**config.mk**
```make
export PLATFORM = sky130hd
export DESIGN_NAME = pipelined_shifter_flat
export DESIGN_NICKNAME = d
export VERILOG_FILES = /design/src/rtl/pipelined_shifter_if.sv /design/src/rtl/pipelined_shifter.sv /design/src/flat_wrapper.sv
export SDC_FILE = /design/constraint.sdc
export NUM_CORES = 1
export LEC_CHECK = 0
export CAP_MARGIN = 15
export CORE_MARGIN = 2
export CORE_UTILIZATION = 45
export DETAILED_ROUTE_END_ITERATION = 10
export PLACE_DENSITY = 0.67
export SYNTH_ARGS = -nofsm -noshare
export SYNTH_HDL_FRONTEND = slang
export SYNTH_SLANG_ARGS = --single-unit
```
**constraint.sdc**
```tcl
create_clock -name clk -period 3.05 [get_ports clk]
set_input_delay 0.915 -clock clk [delete_from_list [all_inputs] [get_ports clk]]
set_output_delay 0.915 -clock clk [all_outputs]
set_load 0.005 [all_outputs]
```
**src/rtl/pipelined_shifter_if.sv**
```systemverilog
// Operand/result bus of the pipelined shifter: input op handshake plus result handshake.
interface pipelined_shifter_if #(
    parameter int unsigned WIDTH = 16,
    parameter int unsigned TAG_W = 4
);
    localparam int unsigned SHW = $clog2(WIDTH);

    logic             in_valid;
    logic             in_ready;
    logic [WIDTH-1:0] in_data;
    logic [SHW-1:0]   in_shamt;
    logic [2:0]       in_mode;
    logic [TAG_W-1:0] in_tag;

    logic             out_valid;
    logic             out_ready;
    logic [WIDTH-1:0] out_data;
    logic [TAG_W-1:0] out_tag;
    logic             out_zero;
    logic             out_err;

    // Producer of ops / consumer of results
    modport master (
        output in_valid, in_data, in_shamt, in_mode, in_tag, out_ready,
        input  in_ready, out_valid, out_data, out_tag, out_zero, out_err
    );

    // The shifter itself
    modport slave (
        input  in_valid, in_data, in_shamt, in_mode, in_tag, out_ready,
        output in_ready, out_valid, out_data, out_tag, out_zero, out_err
    );
endinterface

```
**src/rtl/pipelined_shifter.sv**
```systemverilog
// Pipelined barrel shifter (SLL/SRA/ROR/SRL/ROL) with valid/ready handshake and sideband tag.
// Each register stage resolves LVL_PER_REG shift levels; the whole pipe advances or holds as one.
module pipelined_shifter #(
    parameter int unsigned WIDTH       = 16,
    parameter int unsigned LVL_PER_REG = 1,
    parameter int unsigned TAG_W       = 4
) (
    input  logic                  clk,
    input  logic                  rst_n,
    input  logic                  flush,
    output logic                  busy,
    pipelined_shifter_if.slave    bus
);

    localparam int unsigned SHW = $clog2(WIDTH);
    localparam int unsigned LAT = (SHW + LVL_PER_REG - 1) / LVL_PER_REG;

    localparam logic [2:0] MODE_SLL = 3'b000;
    localparam logic [2:0] MODE_SRA = 3'b001;
    localparam logic [2:0] MODE_ROR = 3'b010;
    localparam logic [2:0] MODE_SRL = 3'b011;
    localparam logic [2:0] MODE_ROL = 3'b100;

    // Everything an op needs to finish, carried stage to stage
    typedef struct packed {
        logic             valid;
        logic             err;
        logic             zero;
        logic [2:0]       mode;
        logic [SHW-1:0]   shamt;
        logic [TAG_W-1:0] tag;
        logic [WIDTH-1:0] data;
    } stage_t;

    stage_t stage_q [LAT];
    stage_t stage_d [LAT];
    stage_t in_op_c;
    logic   adv_c;
    logic   in_ready_c;

    // One level: shift by 2^k in the op's mode; illegal modes pass data through
    function automatic logic [WIDTH-1:0] shift_level(input logic [WIDTH-1:0] d,
                                                     input logic [2:0]       mode,
                                                     input int unsigned      k);
        int unsigned sh;
        sh = 32'd1 << k;
        case (mode)
            MODE_SLL: shift_level = d << sh;
            MODE_SRA: shift_level = WIDTH'($signed(d) >>> sh);
            MODE_ROR: shift_level = (d >> sh) | (d << (WIDTH - sh));
            MODE_SRL: shift_level = d >> sh;
            MODE_ROL: shift_level = (d << sh) | (d >> (WIDTH - sh));
            default:  shift_level = d;
        endcase
    endfunction

    // Apply the levels owned by stage s to an op, chaining each level on the previous result
    function automatic stage_t advance_stage(input stage_t st, input int unsigned s);
        stage_t      r;
        int unsigned lvl;
        r = st;
        for (int unsigned j = 0; j < LVL_PER_REG; j++) begin
            lvl = s * LVL_PER_REG + j;
            if (lvl < SHW) begin
                if (r.shamt[lvl]) begin
                    r.data = shift_level(r.data, r.mode, lvl);
                end
            end
        end
        r.zero = (r.data == '0);
        return r;
    endfunction

    // Handshake: the pipe moves whenever the output slot is empty or being drained
    always_comb begin
        adv_c      = bus.out_ready | ~stage_q[LAT-1].valid;
        in_ready_c = adv_c & ~flush & rst_n;
    end

    // Capture the incoming op into stage form
    always_comb begin
        in_op_c       = '0;
        in_op_c.valid = bus.in_valid & in_ready_c;
        in_op_c.err   = (bus.in_mode > MODE_ROL);
        in_op_c.mode  = bus.in_mode;
        in_op_c.shamt = bus.in_shamt;
        in_op_c.tag   = bus.in_tag;
        in_op_c.data  = bus.in_data;
    end

    // Next state of every stage: advance all (bubbles included) or hold; flush kills valids
    always_comb begin
        stage_d = stage_q;
        if (adv_c) begin
            stage_d[0] = advance_stage(in_op_c, 0);
            for (int unsigned s = 1; s < LAT; s++) begin
                stage_d[s] = advance_stage(stage_q[s-1], s);
            end
        end
        if (flush) begin
            for (int unsigned s = 0; s < LAT; s++) begin
                stage_d[s].valid = 1'b0;
            end
        end
    end

    // Stage registers with synchronous active-low reset
    always_ff @(posedge clk) begin
        if (!rst_n) begin
            stage_q <= '{default: '0};
        end else begin
            stage_q <= stage_d;
        end
    end

    // Busy whenever any stage holds a live op
    always_comb begin
        busy = 1'b0;
        for (int unsigned s = 0; s < LAT; s++) begin
            busy = busy | stage_q[s].valid;
        end
    end

    assign bus.in_ready  = in_ready_c;
    assign bus.out_valid = stage_q[LAT-1].valid;
    assign bus.out_data  = stage_q[LAT-1].data;
    assign bus.out_tag   = stage_q[LAT-1].tag;
    assign bus.out_zero  = stage_q[LAT-1].zero;
    assign bus.out_err   = stage_q[LAT-1].err;

endmodule

```
**src/flat_wrapper.sv**
```systemverilog
// flat-port wrapper written by rule: the top's interface ports become plain ports
module pipelined_shifter_flat 
#(
    parameter int unsigned WIDTH       = 16,
    parameter int unsigned LVL_PER_REG = 1,
    parameter int unsigned TAG_W       = 4
)
  (clk, rst_n, flush, busy, bus_in_valid, bus_in_data, bus_in_shamt, bus_in_mode, bus_in_tag, bus_out_ready, bus_in_ready, bus_out_valid, bus_out_data, bus_out_tag, bus_out_zero, bus_out_err);
  pipelined_shifter_if #(.WIDTH(WIDTH), .TAG_W(TAG_W)) bus_i ();
  input  logic clk;
  input  logic rst_n;
  input  logic flush;
  output logic busy;
  input wire logic [$bits(bus_i.in_valid)-1:0] bus_in_valid;
  input wire logic [$bits(bus_i.in_data)-1:0] bus_in_data;
  input wire logic [$bits(bus_i.in_shamt)-1:0] bus_in_shamt;
  input wire logic [$bits(bus_i.in_mode)-1:0] bus_in_mode;
  input wire logic [$bits(bus_i.in_tag)-1:0] bus_in_tag;
  input wire logic [$bits(bus_i.out_ready)-1:0] bus_out_ready;
  output wire logic [$bits(bus_i.in_ready)-1:0] bus_in_ready;
  output wire logic [$bits(bus_i.out_valid)-1:0] bus_out_valid;
  output wire logic [$bits(bus_i.out_data)-1:0] bus_out_data;
  output wire logic [$bits(bus_i.out_tag)-1:0] bus_out_tag;
  output wire logic [$bits(bus_i.out_zero)-1:0] bus_out_zero;
  output wire logic [$bits(bus_i.out_err)-1:0] bus_out_err;
  assign bus_i.in_valid = bus_in_valid;
  assign bus_i.in_data = bus_in_data;
  assign bus_i.in_shamt = bus_in_shamt;
  assign bus_i.in_mode = bus_in_mode;
  assign bus_i.in_tag = bus_in_tag;
  assign bus_i.out_ready = bus_out_ready;
  assign bus_in_ready = bus_i.in_ready;
  assign bus_out_valid = bus_i.out_valid;
  assign bus_out_data = bus_i.out_data;
  assign bus_out_tag = bus_i.out_tag;
  assign bus_out_zero = bus_i.out_zero;
  assign bus_out_err = bus_i.out_err;
  pipelined_shifter #(.WIDTH(WIDTH), .LVL_PER_REG(LVL_PER_REG), .TAG_W(TAG_W)) u_core (.clk(clk), .rst_n(rst_n), .flush(flush), .busy(busy), .bus(bus_i));
endmodule
```
# Word level (Yosys, flattened, before mapping)
# Cells that the tools add are included.
# totals
in_bits,32
regBits,110
latch_bits,0
elab_cells,76
out_inout_bits,25
romBits,0
n_memories,0
ramBits,0
# op_classes
n_bitwise,17
eq_ne,16
multipliers,0
order_cmp,1
n_mux,12
add_sub_neg,0
div_mod_pow,0
n_reduce_logical,7
shifts,0
# op_table
cell,count
$pmux 16 s5,3
$mux 16,8
$pmux 16 s4,1
$eq 3x2->1 const B,8
$logic_not 16->1,1
$or 12x16->16,1
$or 14x16->16,1
$or 15x16->16,1
$or 16x1->16,1
$or 16x2->16,1
$or 16x4->16,1
$or 8x16->16,1
$eq 3x1->1 const B,4
$eq 3x3->1 const B,4
$logic_not 3->1,4
$or 1x1->1,4
$reduce_or 2->1,2
$and 1x1->1,3
$gt 3x3->1 const B,1
$not 1->1,3

# Depth between registers and ports, before layout
# Gate-level depths: netlist (run 1).
# depth
word_depth,6
ltp_mapped,8
depth_no_buf,5

# Worst setup path after synthesis (run 1)
# No wires, ideal clock.
# synth_path
path_type,input-to-output
startpoint,input bus_out_ready
endpoint,output bus_in_ready
slack_ns,0.585
path_stages,4
required_ns,2.135
t_arrival_ns,1.550
path_cell_list,nor2b_1 clkbuf_1 clkbuf_1 nor2_1
# synth_between
elab_chain_cells,3
# synth_lines
item,line,text
start: declaration,flat_wrapper.sv:19,input wire logic [$bits(bus_i.out_ready)-1:0] bus_out_ready;
$or 1x1->1,pipelined_shifter.sv:76,adv_c = bus.out_ready | ~stage_q[LAT-1].valid;
$and 1x1->1 (2 in series),pipelined_shifter.sv:77,in_ready_c = adv_c & ~flush & rst_n;
end: declaration,flat_wrapper.sv:20,output wire logic [$bits(bus_i.in_ready)-1:0] bus_in_ready;
# Every way passes these cells.

# Worst setup path in the final report (run 1)
# layout_path
startpoint,input rst_n
endpoint,output bus_in_ready
# layout_between
elab_chain_cells,1
# layout_lines
item,line,text
start: declaration,flat_wrapper.sv:11,input logic rst_n;
$and 1x1->1,pipelined_shifter.sv:77,
# Every way passes these cells.

==> load_flow_metrics.sql, run 1 <==
INSERT INTO impl_metrics (metric_group, metric, value, unit) VALUES
('floorplanning', 'standard_cell_row_count', '38', ''),
('grt', 'grt_use_total', '21.1', '%'),
('pwr', 'combinationalPowerShare', '13.2', '%'),
('finish', 'most-common-layout-cells', 'sky130_fd_sc_hd__nand2_1, sky130_fd_sc_hd__dfxtp_1, sky130_fd_sc_hd__a21oi_1', ''),
('pwr', 'internal_power', '2.04', 'mW'),
('synthesis', 'syn_nets', '698', ''),
('pwr', 'total_power', '2.79', 'mW'),
('timing', 'timing.slew.headroom', '28.3', '%'),
('clock_network', 'cts-htree-levels', '3', ''),
('place', 'gp_congestion', '0.909', ''),
('routing', 'vias_per_cell', '5.82', ''),
('pwr', 'max-vdd-ir-drop', '203', 'uV'),
('critical_path', 'timing.critical_path.arrival', '2.06', 'ns'),
('clock_network', 'clock_insertion_delay_worst_skew', '0.37', 'ns'),
('critical_path', 'cpLargestDelayFamily', 'buffers and inverters', ''),
('pwr', 'power.share.clock', '32.4', '%'),
('timing', 'rsz0062_at_grt', 'no', ''),
('hold_path', 'hp-start', 'u_core.stage_q[77]', ''),
('critical_path', 'worst-r2r-cell-count', '4', ''),
('floorplanning', 'die_w', '110', 'um'),
('clock_network', 'cts.sinks', '104', ''),
('critical_path', 'crit_cells', '4', ''),
('clock_network', 'cts_post_setup_buffers_inserted', '0', ''),
('critical_path', 'worst_setup_path_endpoint', 'bus_in_ready', ''),
('timing', 'slew_violations', '0', ''),
('synthesis', 'ys_ff_latch', '104', ''),
('routing', 'drtPass1Iterations', '5', ''),
('grt', 'grt_pass1_wl', '20200', 'um'),
('synthesis', 'synth_enable_flop_cells', '0', ''),
('floorplanning', 'num_io_pins', '57', ''),
('routing', 'detail_route.wirelength', '12300', 'um'),
('flow_run', 'maxCapViolations', '0', ''),
('floorplanning', 'initial_utilization', '46.2', '%'),
('finish', 'nets', '700', ''),
('pwr', 'p_per_area', '488', 'nW/um^2'),
('timing', 'timing.final.crit_share', '97.6', '%'),
('grt', 'first_global_vias', '4288', ''),
('critical_path', 'path_class', 'primary input to output pin', ''),
('floorplanning', 'die_area', '12000', 'sq um'),
('pwr', 'seq_power_share', '54.4', '%'),
('timing', 'finClkSkew', '0.00920', 'ns'),
('clock_network', 'post_cts_resized', '0', ''),
('pwr', 'netSwitchingFraction', '27.1', '%'),
('clock_network', 'cts-root-buf', 'sky130_fd_sc_hd__clkbuf_8', ''),
('timing', 'tns', '0', 'ns'),
('timing', 'finalHoldViolations', '0', ''),
('finish', 'drive_gt1_share', '4.46', '%'),
('clock_network', 'clk_pin_slew', '0.10', 'ns'),
('finish', 'most_common_cell_after_layout_fill_and_taps_aside', 'sky130_fd_sc_hd__nand2_1', ''),
('routing', 'detail_route.wl_per_cell', '15.1', 'um'),
('critical_path', 'required', '2.13', 'ns'),
('synthesis', 'synth-async-reset-ratio', '0', '%'),
('critical_path', 'crit_path_start', 'rst_n', ''),
('clock_network', 'cts_inserted_buffers', '9', ''),
('hold_path', 'hold-path-cell-count', '2', ''),
('synthesis', 'ys_types', '46', ''),
('clock_network', 'postCtsHoldBufs', '0', ''),
('synthesis', 'synth.avg_cell_area', '7.54', 'sq um'),
('hold_path', 'min-delay-path-class', 'register to register', ''),
('grt', 'grt_remaining_overflow', '0', ''),
('outcome', 'status', 'finished, final reports clean', ''),
('critical_path', 'setup.reg_to_reg.worst_slack', '0.76', 'ns'),
('critical_path', 'critPathBufInv', '2', ''),
('timing', 'timing.final.crit_period', '2.98', 'ns'),
('grt', 'antenna_violations_before_repair', '0', ''),
('floorplanning', 'die_height', '110', 'um'),
('timing', 'worst_margin_pin_slew', '1.08', 'ns'),
('synthesis', 'synth_sequential_area_ratio', '41.4', '%'),
('routing', 'drt-initial-drc-count', '232', ''),
('synthesis', 'synthesis.area', '5020', 'sq um'),
('critical_path', 'path_common_cell', 'sky130_fd_sc_hd__clkdlybuf4s50_1', '');
## worst register-to-register path, stage by stage, from the launching register on
cell                       delay [ns]
sky130_fd_sc_hd__dfxtp_1         0.37
sky130_fd_sc_hd__or2_1           0.45
sky130_fd_sc_hd__a21oi_1         0.93
sky130_fd_sc_hd__o221ai_1        0.28
sky130_fd_sc_hd__a21oi_1         0.19
## routing by layer
metal	vias up	GRT usage, %	wire (um)
li1	2363	-	-
met1	2219	27.9	5590
met2	131	34.4	5910
met3	21	3.62	526
met4	0	8.32	238
met5	-	0	0
## kinds of logic after synthesis
| group | Yosys count | share of synthesized area, % |
|---|---|---|
| AOI/OAI and AO/OA | 227 | 29.4 |
| buffers and inverters | 82 | 7.84 |
| DFF | 104 | 41.4 |
| muxes | 1 | 0.199 |
| and+or+nand+nor | 252 | 21.1 |
## registers in the layout, summed over array words and instances, names as in the netlist
register / count
u_core.bus.out_data: 16
u_core.bus.out_zero: 1
u_core.bus.out_valid: 1
u_core.bus.out_tag: 4
u_core.stage_q: 81
u_core.bus.out_err: 1
## cell usage after synthesis (2+ instances only)
cell                       number  area share [%]
sky130_fd_sc_hd__nand2_1      172              13
sky130_fd_sc_hd__dfxtp_1      104              41
sky130_fd_sc_hd__a21oi_1       95             9.5
sky130_fd_sc_hd__clkbuf_1      40             3.0
sky130_fd_sc_hd__nor2_1        30             2.2
sky130_fd_sc_hd__o211ai_1      28             4.2
sky130_fd_sc_hd__o22ai_1       24             3.0
sky130_fd_sc_hd__buf_4         20             3.0
sky130_fd_sc_hd__o221ai_1      18             3.1
sky130_fd_sc_hd__o22a_1        12             2.1
sky130_fd_sc_hd__nor3_1        10             1.0
sky130_fd_sc_hd__buf_2          9            0.90
sky130_fd_sc_hd__nand3_1        9            0.90
sky130_fd_sc_hd__o21ai_0        9            0.90
sky130_fd_sc_hd__a311oi_1       7             1.2
sky130_fd_sc_hd__buf_1          6            0.45
sky130_fd_sc_hd__inv_1          6            0.45
sky130_fd_sc_hd__a211oi_1       5            0.75
sky130_fd_sc_hd__a22o_1         5            0.87
sky130_fd_sc_hd__nand2b_1       5            0.62
sky130_fd_sc_hd__nor2b_1        5            0.62
sky130_fd_sc_hd__a221oi_1       4            0.70
sky130_fd_sc_hd__nand3b_1       4            0.60
sky130_fd_sc_hd__or4_1          4            0.60
sky130_fd_sc_hd__a22oi_1        3            0.45
sky130_fd_sc_hd__and2_1         3            0.37
sky130_fd_sc_hd__o21ai_1        3            0.30
sky130_fd_sc_hd__o21bai_1       3            0.45
sky130_fd_sc_hd__or2_1          3            0.37
sky130_fd_sc_hd__a21boi_0       2            0.30
sky130_fd_sc_hd__a222oi_1       2            0.40
sky130_fd_sc_hd__nand4_1        2            0.25
## area by class of cell
class | instances | area [sq um]
Multi-Input combinational cell | 480 | 2560
Clock inverter | 6 | 75.1
Clock buffer | 10 | 138
Tap cell | 140 | 175
Sequential cell | 104 | 2080
Timing Repair Buffer | 66 | 663
Fill cell | 1055 | 5160
Inverter | 7 | 26.3
## stage by stage
| step | setup slack (ns) | instances | area, sq um | hold WS [ns] | utilization (%) |
|---|---|---|---|---|---|
| 2_1_floorplan | 0.585 | 666 | 5020 | 0.432 | - |
| 3_3_place_gp | 0.0444 | 797 | 5510 | 0.438 | 50.6 |
| 3_5_place_dp | 0.0444 | 797 | 5510 | 0.443 | 50.6 |
| 4_1_cts | 0.0311 | 813 | 5720 | 0.458 | 52.5 |
| 5_1_grt | 0.00564 | 813 | 5720 | 0.477 | 52.6 |
| 6_report | 0.0722 | 813 | 5720 | 0.455 | 52.6 |
## worst min path at each step
stage                            endpoint  slack [ns]
finish                 u_core.stage_q[77]        0.46
global route          u_core.stage_q[107]        0.48
CTS                 u_core.bus.out_tag[2]        0.46
detailed placement  u_core.bus.out_tag[2]        0.44
global placement       u_core.stage_q[76]        0.44
floorplan             u_core.stage_q[106]        0.43
## power by group through the flow
stage          Sequential, mW  Clock (mW)  Combinational, mW
3_5_place_dp             1.55           0              0.366
2_1_floorplan            1.51           0              0.264
6_report                 1.52       0.905              0.369
4_1_cts                  1.52       0.926              0.368
5_1_grt                  1.53       0.981              0.410
3_3_place_gp             1.55           0              0.359
No activity file was read; power rests on OpenSTA's default activity.
==> inputs of run 2 (changes only) <==
--- a/config.mk
+++ b/config.mk
@@ -9,7 +9,7 @@
 export CORE_MARGIN = 2
 export CORE_UTILIZATION = 45
 export DETAILED_ROUTE_END_ITERATION = 10
-export PLACE_DENSITY = 0.67
+export PLACE_DENSITY = 0.74
 export SYNTH_ARGS = -nofsm -noshare
 export SYNTH_HDL_FRONTEND = slang
 export SYNTH_SLANG_ARGS = --single-unit
==> run 2 against run 1 <==
  * Non-clock buffer count fell by 1
  * Combinational power is essentially flat
  * Critical path depth is the same
  * Via count fell by 2.2%
  * Flip-flop and latch count unchanged
  * Critical path type unchanged
  * Critical endpoint unchanged
==> load_flow_metrics.sql, run 2 (synthesis gave the netlist of run 1 again) <==
INSERT INTO impl_metrics (metric_group, metric, value, unit) VALUES
('finish', 'area_of_combinational_cells_with_multiple_inputs', '2560', 'sq um'),
('routing', 'detail_route.wirelength', '12300', 'um'),
('finish', 'regArea', '2080', 'sq um'),
('place', 'post-dp-hpwl', '8460', 'um'),
('finish', 'area.growth.synth_to_final', '13.8', '%'),
('critical_path', 'timing.critical_path.arrival', '1.71', 'ns'),
('finish', 'most-common-layout-cells', 'sky130_fd_sc_hd__nand2_1, sky130_fd_sc_hd__dfxtp_1, sky130_fd_sc_hd__a21oi_1', ''),
('critical_path', 'timing.critical_path.fanout_max', '2', ''),
('critical_path', 'critPathLaunchType', 'primary input', ''),
('finish', 'registers.top_by_ff_count', 'u_core.stage_q', ''),
('floorplanning', 'standard_cell_row_count', '38', ''),
('timing', 'worst_margin_pin_slew', '0.946', 'ns'),
('clock_network', 'cts.sinks', '104', ''),
('timing', 'finalHoldViolations', '0', ''),
('finish', 'fill_cells', '1066', ''),
('critical_path', 'cp-end-kind', 'output pin', ''),
('floorplanning', 'die_w', '110', 'um'),
('place', 'placement.io_buffers', '56', ''),
('finish', 'nets', '699', ''),
('critical_path', 'required', '2.13', 'ns'),
('flow_run', 'maxCapViolations', '0', ''),
('critical_path', 'worst-r2r-cell-count', '4', ''),
('clock_network', 'cts-root-buf', 'sky130_fd_sc_hd__clkbuf_8', ''),
('timing', 'rsz0062_at_grt', 'no', ''),
('clock_network', 'cts_tree', 'yes', ''),
('routing', 'post-route-drc-count', '0', ''),
('finish', 'antenna-diode-count', '0', ''),
('timing', 'finalSetupViolations', '0', ''),
('pwr', 'total_power', '2.81', 'mW'),
('floorplanning', 'placeableCoreArea', '10900', 'sq um'),
('pwr', 'p_per_area', '491', 'nW/um^2'),
('grt', 'grt_use_total', '21.1', '%'),
('floorplanning', 'initial_utilization', '46.2', '%'),
('clock_network', 'cts_inserted_buffers', '9', ''),
('pwr', 'p_leak', '1.99', 'nW'),
('clock_network', 'clock_tree.buffer_depth', '2', ''),
('finish', 'drive_gt1_share', '4.32', '%'),
('grt', 'grt_max_degree', '96', ''),
('grt', 'grt_remaining_overflow', '0', ''),
('clock_network', 'cts-htree-levels', '3', ''),
('routing', 'ant_nets', '0', ''),
('clock_network', 'postCtsHoldBufs', '0', ''),
('routing', 'drtPass1Iterations', '5', ''),
('routing', 'vias_per_cell', '5.70', ''),
('routing', 'vias', '4630', ''),
('routing', 'detail_route.wl_per_cell', '15.1', 'um'),
('pwr', 'max-vdd-ir-drop', '205', 'uV'),
('critical_path', 'worst_setup_path_endpoint', 'bus_in_ready', ''),
('floorplanning', 'die_area', '12000', 'sq um'),
('clock_network', 'clk_pin_slew', '0.10', 'ns'),
('floorplanning', 'num_io_pins', '57', ''),
('place', 'gp_congestion', '0.937', ''),
('timing', 'hold_ws', '0.457', 'ns'),
('grt', 'grt_pass1_wl', '20300', 'um'),
('outcome', 'status', 'finished, final reports clean', ''),
('grt', 'antenna_violations_before_repair', '0', ''),
('grt', 'first_global_vias', '4301', ''),
('timing', 'max_freq', '381', 'MHz'),
('finish', 'largest_register_ffs', '81', ''),
('floorplanning', 'die_height', '110', 'um'),
('routing', 'drt-initial-drc-count', '266', ''),
('timing', 'finClkSkew', '0.0160', 'ns'),
('hold_path', 'min-delay-path-class', 'register to register', ''),
('critical_path', 'path_class', 'primary input to output pin', ''),
('finish', 'most_common_cell_after_layout_fill_and_taps_aside', 'sky130_fd_sc_hd__nand2_1', ''),
('critical_path', 'r2r_start', 'u_core.stage_q[114]', ''),
('timing', 'timing.slew.headroom', '37.0', '%'),
('clock_network', 'clock_insertion_delay_worst_skew', '0.39', 'ns'),
('timing', 'slew_violations', '0', ''),
('critical_path', 'setup.reg_to_reg.worst_slack', '0.85', 'ns'),
('critical_path', 'crit_path_start', 'bus_out_ready', ''),
('timing', 'timing.final.crit_share', '86.1', '%'),
('critical_path', 'critical_register_to_register_path_endpoint', 'u_core.stage_q[66]', ''),
('timing', 'timing.final.crit_period', '2.62', 'ns');
run 2: cell types whose count changed in the layout (fill, tap and decap cells not counted):
cell,change
sky130_fd_sc_hd__inv_8,+1
sky130_fd_sc_hd__dlygate4sd2_1,+1
sky130_fd_sc_hd__clkinv_8,+1
sky130_fd_sc_hd__clkbuf_8,-1
sky130_fd_sc_hd__buf_4,-1
sky130_fd_sc_hd__inv_6,+1
sky130_fd_sc_hd__clkinv_4,-1
sky130_fd_sc_hd__clkdlybuf4s50_1,-1
sky130_fd_sc_hd__clkinvlp_4,-1
run 2: layout make-up:
class / count / share of cell area, %
well taps: 140 / 3.06
flip-flops and latches: 104 / 36.4
repair buffers: 65 / 11.4
multi-input cells: 480 / 44.8
clock buffers: 9 / 2.17
inverters: 7 / 0.459
clock inverters: 7 / 1.66
run 2: worst min path at each step:
| stage | from | endpoint | cells after the start |
|---|---|---|---|
| CTS | u_core.bus.out_data[11] | u_core.bus.out_data[11] | 2 |
| global route | u_core.stage_q[109] | u_core.stage_q[109] | 2 |
| global placement | u_core.stage_q[79] | u_core.stage_q[79] | 2 |
| floorplan | u_core.stage_q[106] | u_core.stage_q[106] | 2 |
| finish | u_core.bus.out_data[11] | u_core.bus.out_data[11] | 2 |
| detailed placement | u_core.stage_q[79] | u_core.stage_q[79] | 2 |
run 2: through the flow:
step / utilization, % / instance area [sq um] / setup TNS [ns] / worst slack, ns / cells
after floorplan: - / 5020 / 0 / 0.585 / 666
after detailed placement: 50.5 / 5500 / -0.133 / -0.133 / 796
after global placement: 50.5 / 5500 / -0.140 / -0.140 / 796
final: 52.5 / 5720 / 0 / 0.425 / 812
after CTS: 52.5 / 5720 / 0 / 0.0374 / 812
after global routing: 52.5 / 5720 / 0 / 0.369 / 812
run 2: metal layers:
metal	up-vias	wire [um]	global-route usage, %
li1	2369	-	-
met1	2099	5460	26.8
met2	146	5940	36.3
met3	16	652	3.56
met4	0	204	7.23
met5	-	0	0
run 2: critical path, cell delays in order:
cell	delay, ns
sky130_fd_sc_hd__clkdlybuf4s50_1	0.52
sky130_fd_sc_hd__nor2b_4	0.05
sky130_fd_sc_hd__nor2_1	0.09
sky130_fd_sc_hd__dlymetal6s2s_1	0.13
run 2: repair_timing:
action | 4_1_cts | 5_1_grt
gates cloned | 0 | 0
pin swaps | 0 | 0
resized for setup | 1 | 1
endpoints found under the setup margin | 1 | 1
buffers inserted | 0 | 0
run 2: power by group:
part | internal (mW) | total [mW] | switching, mW
clock | 0.405 | 0.925 | 0.521
sequential | 1.43 | 1.52 | 0.0838
combinational | 0.190 | 0.369 | 0.179
==> inputs of run 3 (changes only) <==
--- a/config.mk
+++ b/config.mk
@@ -10,6 +10,8 @@
 export CORE_UTILIZATION = 45
 export DETAILED_ROUTE_END_ITERATION = 10
 export PLACE_DENSITY = 0.74
+export REMOVE_ABC_BUFFERS = 1
+export SETUP_SLACK_MARGIN = 0.5
 export SYNTH_ARGS = -nofsm -noshare
 export SYNTH_HDL_FRONTEND = slang
 export SYNTH_SLANG_ARGS = --single-unit
==> run 3 against run 2 <==
  * Clock skew increased by 0.0013 ns
  * Global-route usage decreased by 0.63 points
  * Final area about the same
  * Clock power decreased by 11%
  * Worst setup slack improved by 0.22 ns
  * Die area unchanged
  * Non-clock buffer count increased by 3
  * Hold slack got worse by 0.0010 ns
  * Count of clock-buffer cells in the layout unchanged
  * Sequential share of layout area about the same
  * Critical path depth decreased by 2
  * Sequential power about the same
  * Largest cell class unchanged
  * Highest routed layer unchanged
==> load_flow_metrics.sql, run 3 (synthesis gave the netlist of run 1 again) <==
INSERT INTO impl_metrics (metric_group, metric, value, unit) VALUES
('pwr', 'p_per_area', '472', 'nW/um^2'),
('pwr', 'internal_power', '1.94', 'mW'),
('grt', 'grt_remaining_overflow', '0', ''),
('clock_network', 'cts_tree', 'yes', ''),
('critical_path', 'worst-r2r-cell-count', '5', ''),
('grt', 'grt_use_total', '20.5', '%'),
('grt', 'antenna_violations_before_repair', '0', ''),
('floorplanning', 'num_io_pins', '57', ''),
('pwr', 'p_leak', '2.00', 'nW'),
('routing', 'post-route-drc-count', '0', ''),
('place', 'post_dp_cell_area', '5540', 'sq um'),
('timing', 'finalSetupViolations', '0', ''),
('critical_path', 'required', '2.13', 'ns'),
('routing', 'vias_per_cell', '5.73', ''),
('routing', 'detail_route.wirelength', '12000', 'um'),
('clock_network', 'clock_tree.buffer_depth', '2', ''),
('routing', 'ant_nets', '0', ''),
('pwr', 'seq_power_share', '56.1', '%'),
('floorplanning', 'die_area', '12000', 'sq um'),
('clock_network', 'cts-htree-levels', '3', ''),
('hold_path', 'min-delay-path-class', 'register to register', ''),
('critical_path', 'cp-end-kind', 'output pin', ''),
('hold_path', 'hp-start', 'u_core.bus.out_data[8]', ''),
('critical_path', 'critPathLaunchType', 'register', ''),
('critical_path', 'path_class', 'register to output pin', ''),
('clock_network', 'cts.sinks', '104', ''),
('floorplanning', 'die_w', '110', 'um'),
('floorplanning', 'die_height', '110', 'um'),
('timing', 'hold_ws', '0.456', 'ns'),
('place', 'placement.io_buffers', '56', ''),
('timing', 'max_freq', '416', 'MHz'),
('floorplanning', 'initial_utilization', '46.2', '%'),
('timing', 'slew_violations', '0', ''),
('clock_network', 'cts-root-buf', 'sky130_fd_sc_hd__clkbuf_8', ''),
('critical_path', 'cpLargestDelayFamily', 'simple AND/OR/NAND/NOR gates', ''),
('critical_path', 'setup.reg_to_reg.worst_slack', '0.83', 'ns'),
('clock_network', 'clk_pin_slew', '0.11', 'ns'),
('pwr', 'power.switching', '0.765', 'mW'),
('clock_network', 'cts_inserted_buffers', '9', ''),
('pwr', 'netSwitchingFraction', '28.3', '%'),
('finish', 'drive_gt1_share', '5.19', '%'),
('floorplanning', 'standard_cell_row_count', '38', ''),
('timing', 'timing.final.crit_period', '2.41', 'ns'),
('finish', 'stdcell_area', '5730', 'sq um'),
('floorplanning', 'placeableCoreArea', '10900', 'sq um'),
('finish', 'most-common-layout-cells', 'sky130_fd_sc_hd__nand2_1, sky130_fd_sc_hd__dfxtp_1, sky130_fd_sc_hd__a21oi_1', ''),
('critical_path', 'timing.critical_path.arrival', '1.49', 'ns'),
('outcome', 'status', 'finished, final reports clean', ''),
('place', 'place.detailed.instances', '799', ''),
('pwr', 'max-vdd-ir-drop', '216', 'uV'),
('finish', 'antenna-diode-count', '0', ''),
('hold_path', 'hold-path-cell-count', '2', ''),
('routing', 'drtPass1Iterations', '5', ''),
('grt', 'first_global_vias', '4274', ''),
('flow_run', 'maxCapViolations', '0', ''),
('critical_path', 'critPathBufInv', '1', ''),
('timing', 'timing.slew.headroom', '37.9', '%'),
('grt', 'grt_pass1_wl', '19900', 'um'),
('timing', 'finClkSkew', '0.0173', 'ns'),
('critical_path', 'timing.critical_path.fanout_max', '3', ''),
('routing', 'detail_route.wl_per_cell', '14.7', 'um'),
('finish', 'most_common_cell_after_layout_fill_and_taps_aside', 'sky130_fd_sc_hd__nand2_1', ''),
('critical_path', 'r2r_start', 'u_core.stage_q[53]', ''),
('timing', 'timing.final.crit_share', '78.9', '%'),
('clock_network', 'cts_post_setup_buffers_inserted', '0', ''),
('routing', 'vias', '4671', ''),
('clock_network', 'clock_insertion_delay_worst_skew', '0.38', 'ns'),
('finish', 'area.growth.synth_to_final', '13.9', '%'),
('finish', 'registers.top_by_ff_count', 'u_core.stage_q', ''),
('critical_path', 'critical-path-max-stage-delay', '0.51', 'ns'),
('finish', 'instances_no_fill', '815', ''),
('grt', 'grt_max_degree', '96', ''),
('timing', 'finalHoldViolations', '0', ''),
('critical_path', 'crit_path_start', 'u_core.stage_q[119]', ''),
('timing', 'rsz0062_at_grt', 'no', ''),
('finish', 'nets', '702', ''),
('place', 'post-dp-hpwl', '8510', 'um'),
('finish', 'largest_register_ffs', '81', ''),
('routing', 'drt-initial-drc-count', '255', ''),
('pwr', 'combinationalPowerShare', '13.6', '%'),
('pwr', 'power.share.clock', '30.4', '%'),
('place', 'gp_congestion', '0.927', ''),
('timing', 'worst_margin_pin_slew', '0.932', 'ns'),
('critical_path', 'crit_path_cell_trace', 'or4_1 > dlygate4sd2_1', ''),
('critical_path', 'slowest_stage', 'sky130_fd_sc_hd__or4_1', ''),
('hold_path', 'hold-path-endpoint', 'u_core.bus.out_data[8]', ''),
('critical_path', 'critical_register_to_register_path_endpoint', 'u_core.bus.out_zero', '');
-- run 3: worst max-delay path by stage --
stage | endpoint | slack, ns | cells past startpoint
after floorplan | bus_in_ready | -2.07 | 2
after global placement | bus_in_ready | 0.05 | 4
after detailed placement | bus_in_ready | 0.06 | 4
after CTS | bus_in_ready | 0.51 | 4
after global routing | busy | 0.57 | 2
final | busy | 0.64 | 2
-- run 3: worst register-to-register path, cell delays in order (launching register included) --
cell,delay (ns)
sky130_fd_sc_hd__dfxtp_1,0.59
sky130_fd_sc_hd__nor2b_1,0.30
sky130_fd_sc_hd__a22o_1,0.35
sky130_fd_sc_hd__o21ai_0,0.18
sky130_fd_sc_hd__a2111oi_0,0.57
sky130_fd_sc_hd__a32o_2,0.19
-- run 3: power groups by stage --
| stage | registers, mW | logic [mW] | clock network, mW |
|---|---|---|---|
| 6_report | 1.51 | 0.367 | 0.821 |
| 2_1_floorplan | 1.52 | 0.231 | 0 |
| 3_3_place_gp | 1.54 | 0.358 | 0 |
| 3_5_place_dp | 1.55 | 0.366 | 0 |
| 5_1_grt | 1.53 | 0.408 | 0.888 |
| 4_1_cts | 1.51 | 0.367 | 0.844 |
-- run 3: stage by stage --
stage / power (mW) / setup TNS (ns) / utilization, % / worst slack (ns)
finish: 2.70 / 0 / 52.6 / 0.645
detailed placement: 1.91 / 0 / 50.8 / 0.0577
global route: 2.82 / 0 / 52.6 / 0.568
global placement: 1.90 / 0 / 50.8 / 0.0465
floorplan: 1.75 / -130.52 / - / -2.07
CTS: 2.72 / 0 / 52.5 / 0.507
-- run 3: cell type report --
type	instances	area, sq um
well taps	140	175
fillers	1086	5160
inverters	7	26.3
clock buffers	9	124
multi-input cells	480	2570
repair buffers	68	682
flip-flops and latches	104	2080
clock inverters	7	61.3
-- run 3: per-layer routing --
layer | global-route usage [%] | share of wire, % | vias to the layer above | wire, um
met3 | 2.73 | 3.9 | 17 | 464
met1 | 24.0 | 43 | 2147 | 5200
li1 | - | - | 2376 | -
met5 | 0 | 0 | - | 0
met2 | 37.7 | 51 | 131 | 6100
met4 | 7.87 | 1.8 | 0 | 216
-- run 3: repair_timing --
item                       CTS  global route
setup endpoints to repair    2            10
hold buffers                 0             0
gates resized for setup      8             2
pin swaps                    0             1
